## src/rtl/out_fifo.sv

```systemverilog
// rtl/out_fifo.sv - per-column first-word-fall-through output FIFO, popped one full row at a time
// Optional sticky overflow flag: define OUT_FIFO_OVERFLOW_FLAG_EN.
module out_fifo #(
    parameter int col     = 8,
    parameter int psum_bw = 16,
    parameter int depth   = 16
) (
    input  logic                   clk,
    input  logic                   reset,
    input  logic [psum_bw*col-1:0] in,
    input  logic [col-1:0]         wr,
    input  logic                   rd,
    output logic [psum_bw*col-1:0] out,
    output logic                   o_valid,
    output logic                   o_full,
    output logic                   o_ready,
    output logic                   o_err
);

    localparam int AW = $clog2(depth);
    localparam logic [AW:0] PTR_ONE = {{AW{1'b0}}, 1'b1};

    logic [psum_bw-1:0] mem_q  [col][depth];
    logic [AW:0]        wptr_q [col];
    logic [AW:0]        wptr_d [col];
    logic [AW:0]        rptr_q [col];
    logic [AW:0]        rptr_d [col];

    logic [col-1:0] empty;
    logic [col-1:0] full;
    logic [col-1:0] wr_en;
    logic           rd_en;

    // Pointers carry one extra wrap bit so full and empty are distinguishable.
    always_comb begin
        empty = '0;
        full  = '0;
        for (int k = 0; k < col; k++) begin
            empty[k] = (wptr_q[k] == rptr_q[k]);
            full[k]  = (wptr_q[k][AW-1:0] == rptr_q[k][AW-1:0]) &&
                       (wptr_q[k][AW] != rptr_q[k][AW]);
        end
    end

    assign o_valid = ~|empty;
    assign o_full  = |full;
    assign o_ready = ~o_full;
    assign wr_en   = wr & ~full;
    assign rd_en   = rd & o_valid;

    always_comb begin
        wptr_d = wptr_q;
        rptr_d = rptr_q;
        for (int k = 0; k < col; k++) begin
            if (wr_en[k]) begin
                wptr_d[k] = wptr_q[k] + PTR_ONE;
            end
            if (rd_en) begin
                rptr_d[k] = rptr_q[k] + PTR_ONE;
            end
        end
    end

    always_ff @(posedge clk) begin
        if (reset) begin
            for (int k = 0; k < col; k++) begin
                wptr_q[k] <= '0;
                rptr_q[k] <= '0;
            end
        end else begin
            wptr_q <= wptr_d;
            rptr_q <= rptr_d;
        end
    end

    // Storage is not reset; a write landing during reset is orphaned by the pointer clear.
    always_ff @(posedge clk) begin
        for (int k = 0; k < col; k++) begin
            if (wr_en[k]) begin
                mem_q[k][wptr_q[k][AW-1:0]] <= in[k*psum_bw +: psum_bw];
            end
        end
    end

    always_comb begin
        out = '0;
        for (int k = 0; k < col; k++) begin
            out[k*psum_bw +: psum_bw] = mem_q[k][rptr_q[k][AW-1:0]];
        end
    end

`ifdef OUT_FIFO_OVERFLOW_FLAG_EN
    logic err_q;

    always_ff @(posedge clk) begin
        if (reset) begin
            err_q <= 1'b0;
        end else if (|(wr & full)) begin
            err_q <= 1'b1;
        end
    end

    assign o_err = err_q;
`else
    assign o_err = 1'b0;
`endif

endmodule

```

## config.mk

```make
export PLATFORM = sky130hd
export DESIGN_NAME = out_fifo
export DESIGN_NICKNAME = d
export VERILOG_FILES = /design/src/rtl/out_fifo.sv
export SDC_FILE = /design/constraint.sdc
export NUM_CORES = 2
export LEC_CHECK = 0
export BUFFER_PORTS_ARGS = -buffer_cell sky130_fd_sc_hd__buf_2
export CORE_MARGIN = 2
export CORE_UTILIZATION = 56
export DETAILED_ROUTE_END_ITERATION = 16
export PLACE_DENSITY = 0.84
export SLEW_MARGIN = 25
export SYNTH_ARGS = -nofsm -noshare
export SYNTH_HDL_FRONTEND = slang
export SYNTH_SLANG_ARGS = --single-unit
```

## constraint.sdc

```tcl
create_clock -name clk -period 3 [get_ports clk]
set_input_delay 0 -clock clk [delete_from_list [all_inputs] [get_ports clk]]
set_output_delay 0 -clock clk [all_outputs]
set_load 0.01 [all_outputs]
```

-- Word level (Yosys, flattened, before mapping)
Memories as Yosys holds them, arrays and structs flattened.
Cells that the tools add are included.
- add/subtract/negate cells: 16
- $mul: 0
- divide/modulo/power cells: 0
- $lt $le $gt $ge: 24
- equal/unequal tests: 24
- shifts and indexed selects: 0
- muxes and demuxes: 56
- bitwise gates (word level): 20
- reduce and logical (&&, ||, !) cells: 19
- operators by type and width (kind ; number):
    $mux 256 ; 8
    $bmux 16 s4 ; 8
    $demux 16 s4 ; 8
    $mux 16 ; 24
    $add 5x1->5 const B ; 16
    $ge 5x5->1 const B ; 16
    $not 4->5 ; 16
    $eq 5x5->1 ; 8
    $lt 5x1->1 const B ; 8
    $eq 4x4->1 ; 8
    $logic_and 1x1->1 ; 16
    $reduce_or 8->1 ; 2
    $and 8x8->8 ; 1
    $mux 1 ; 8
    $ne 1x1->1 ; 8
    $not 8->8 ; 1
    $and 1x1->1 ; 1
    $logic_not 1->1 ; 1
    $not 1->1 ; 1
- flip-flop bits (word level): 80
- latch bits: 0
- bits in writable memories: 2048
- memory bits (read-only): 0
- input bits: 139
- output and inout bits: 132
- word-level logic and storage cells: 176
- memories kept: 1
- memory list (name ; words ; width ; rd ports ; clocked after memory_dff ; write ports ; line ; text):
    mem_q ; 8 ; 256 ; 8 ; 0 ; 8 ; 23 ; logic [psum_bw-1:0] mem_q [col][depth];

-- Depth between registers and ports, before layout
- depth after elaboration: 6
- depth in mapped cells: 9
- depth with buffers taken out: 6

-- Worst setup path before layout
OpenSTA, ideal clock, no wires.
- path kind: register to register
- from: register rptr_q[35] (netlist name)
- to: memory mem_q[0][192] (netlist name), enable pin
- setup time: 409 ps
- arrival time: 2375 ps
- required time: 2591 ps
- setup slack: 216 ps
- stages on the path, launching flop included: 7
- buffers on the path: 1
- period minus slack after synthesis: 2784 ps
- cells stage by stage: dfxtp_1 > clkbuf_1 > xor2_1 > nor4_2 > a21boi_2 > nand2_1 > nor3_1
- RTL lines (what ; line ; text):
    start, declared ; 26 ; logic [AW:0] rptr_q [col];
    start signal, assigned ; 72 ; rptr_q <= rptr_d;
    end, declared ; 23 ;

-- Worst setup path after layout
- from: register rptr_q[31] (netlist name)
- to: output port out[30]
- cells in the longest elaborated chain, start to end: 4
- RTL lines (what ; line ; text):
    $not 4->5 (implied by the code) ; 88 ; out[k*psum_bw +: psum_bw] = mem_q[k][rptr_q[k][AW-1:0]];
    $bmux 16 s4 ; 88 ;
    $mux 16 (implied by the code) (2 in series) ; 88 ;
    end, declared ; 13 ; output logic [psum_bw*col-1:0] out,
Every way passes these cells. The select of a mux whose other input is x is not followed.

==> results.txt <==
----------------------------------------------------
[CTS]
  Register clock-pin slew on the reported worst setup and hold paths ... 0.06 ns
  Number of sinks on the clock net ... 2128
  Buffer depth of the longest clock path ... 3
  CTS tree ... built
  Clk_lat worst skew ... 0.83 ns
  Number of CTS-inserted buffers ... 197
  Root buf cell ... clkbuf_16
  H-tree levels ... 4

[Worst setup path]
  Arrival time worst endpoint ... 2.94 ns
  Delay contributed by the slowest stage of the critical path ... 0.56 ns
  Critical Path RT ... 3.00 ns
  Setup CP Type ... reg2out
  CP Cell Sequence ... buf_6 -> mux4_2 -> mux4_2 -> buf_2
  CP endpoint kind ... output port
  Critical Path Slowest Stage Cell ... mux4_2
  Kind of start point of the critical path ... register
  Worst path most repeated cell ... mux4_2
  Highest net fanout along the worst path ... 67

[Drt]
  Final wirelength ... 198.7 mm
  Count of TritonRoute iterations in the first routing pass ... 5
  Mean routed wirelength per cell ... 31.74 µm
  Via total after detailed routing ... 40.06k
  Detailed-route vias per instance ... 6.399
  Post-detailed-route count of antenna-violating nets ... 0
  Post-route DRC ... 0
  DR iter-0 viols ... 5252

[Yosys]
  Proportion of register bits with asynchronous set or reset after synthesis ... 0%
  Number of instances in the synthesized netlist ... 3523
  Cell types with the largest area share after synthesis ... edfxtp_1, mux4_2, dfxtp_1
  Mean instance size in the synthesized netlist ... 23.24 µm²
  Library cell occupying the most area in the post-synthesis netlist ... edfxtp_1
  Syn Nets ... 3702
  Number of synthesized register bits ... 2128
  Share of the yosys chip area belonging to registers ... 77.06%
  Number of synthesis warnings ... 0
  EDFF count, synth ... 2048
  Number of distinct standard cells referenced by the synthesized netlist ... 34
  Netlist area before placement ... 81880 µm²
  Area share of the largest cell type after synthesis ... 75.11%
  Most used flip-flop cell after synthesis ... edfxtp_1

[Power]
  Power per cell area ... 628.1 nW/µm²
  Total Power Consumption ... 59.86 mW
  Static power due to leakage ... 29.97 nW
  Peak supply drop ... 700.6 µV

[Worst hold path]
  Class of the tightest hold or removal check ... in2reg

[Timing]
  Max_slew headroom ... 29.72%
  Min Tclk post-route ... 2.939 ns
  Worst clock skew ... 0.04506 ns
  Pins Over Slew Limit ... 0
  Achievable frequency ... 340.3 MHz
  Final-layout setup total negative slack ... 0 ns
  Hold violation total from the final report ... 0
  Final setup violation count ... 0
  Final worst-path cycle share ... 97.95%
  Transition at the pin with the smallest max-transition slack ... 1.053 ns

[Layout]
  Most frequent standard cell in the layout excluding fill and tap cells ... edfxtp_1
  Share of cells above drive strength 1 ... 36.15%
  Cell area after layout ... 95300 µm²
  Core utilization of the finished layout ... 65.55%
  Leading cell types in the layout, fill and taps excluded ... edfxtp_1, mux4_2, buf_2, clkbuf_16, buf_4
  Nets@finish ... 4348
  Area grow syn2layout ... 16.38%

[Global routing]
  Via count of the first global-routing pass ... 41.79k
  All-layer global routing usage ... 26.93%
  Initial antenna violation count ... 15
  Pin count of the biggest net entering global routing ... 81
  Overall overflow remaining after global route ... 0
  Global-route wire length before repair ... 288.8 mm

[Run status]
  Status ... finished clean

[Die]
  Initial cell density of the core ... 56.32%
  Placeable Area ... 145400 µm²
  DIE HEIGHT ... 386.4 µm
  Die footprint ... 149300 µm²
  Top-Level Pins ... 271
  Die X-Extent ... 386.4 µm
  Placement row count ... 140

[Place]
  Instance area at placement ... 86920 µm²
  GP Congestion ... 0.7849
  Final HPWL from detailed placement ... 104.4 mm
  Port buffer count ... 269

[Flow run]
  Number of max-cap violations ... 0

----------------------------------------------------
==> cell type report <==
type | count | area, µm²
diodes | 8 | 20.02
clock buffers | 246 | 5218
clock inverters | 119 | 1144
fillers | 8763 | 50090
inverters | 27 | 101.3
multi-input cells | 1180 | 18340
flip-flops and latches | 2128 | 63150
well taps | 1917 | 2399
repair buffers | 635 | 4931
==> what timing repair did <==
action	CTS	global route
hold buffers	141	0
setup buffers	6	8
resized for setup	23	17
endpoints found under the setup margin	120	75
pin swaps	1	3
gates cloned	7	0
hold endpoints to repair	2153	0
==> power breakdown <==
| part | total (mW) | switching, mW | internal (mW) |
|---|---|---|---|
| sequential | 33.1 | 0.142 | 32.9 |
| combinational | 1.95 | 1.23 | 0.720 |
| clock | 24.9 | 11.0 | 13.9 |
==> sequential cells by signal (all words and copies together), names as in the netlist <==
| signal | cells |
|---|---|
| mem_q | 2048 |
| rptr_q | 40 |
| wptr_q | 40 |
==> metal layers <==
layer,vias up,share of wire [%],global-route usage [%],routed length (µm)
li1,16180,-,-,-
met1,20930,35,34.86,69770
met2,2479,52,45.68,103900
met3,454,9.1,5.449,18030
met4,12,3.5,9.755,6880
met5,-,0.055,0,109
==> stage by stage <==
| step | std cells | setup slack (ns) | hold slack, ns |
|---|---|---|---|
| floorplan | 3523 | 0.2157 | 0.09887 |
| CTS | 6244 | -0.05087 | 0.01510 |
| global placement | 5725 | 0.2233 | 0.3637 |
| finish | 6260 | 0.06139 | 0.09339 |
| detailed placement | 5725 | 0.09755 | 0.3792 |
| global route | 6256 | -0.02639 | 0.08269 |
==> kinds of logic (layout without fill, tap and decap cells) <==
kind of cell               after synthesis  after routing  synth area share [%]
AOI/OAI and AO/OA                       88             88                0.6296
xor gates and xnor gates                64             64                0.6846
adders and majority gates               40             40                0.6112
buffers and inverters                  215           1027                 1.216
DFF                                   2128           2128                 77.06
muxes                                  656            656                 17.82
other                                    1              9              0.004580
and+or+nand+nor                        331            331                 1.971
==> synthesized netlist by cell type, types with 2 or more instances <==
cell type and instances:
buf_1 28, mux2i_1 8, a21boi_2 8, inv_1 24, nor4_2 8, xor2_1 56, buf_2 37, a22oi_1 7
inv_2 3, mux2_4 2, nand2b_1 32, ha_1 40, buf_6 2, mux4_2 640, o21ai_1 17, o21ai_0 15
edfxtp_1 2048, nor2b_1 8, buf_4 34, nor3_1 32, clkbuf_1 87, xnor2_1 8, or3_1 32, a21oi_1 40
mux2_1 6, nand2_1 48, dfxtp_1 80, nor2_1 144, nand4_1 24
==> worst paths after layout <==
kind	from	to	slack, ns	depth (start not counted)
hold / removal	in[35]	mem_q[0][627]	0.09	2
hold reg to reg	rptr_q[19]	rptr_q[19]	0.50	2
setup reg to reg	wptr_q[8]	mem_q[1][541]	0.13	5
setup / recovery	rptr_q[31]	out[30]	0.06	4
==> critical path: cells and delay by family, from the launching register on <==
family                 cells  cell delay, ns
buffers and inverters      2            0.70
flip-flops                 1            0.34
multiplexers               2            1.00
Note: power is estimated with default switching activity, not from simulation.
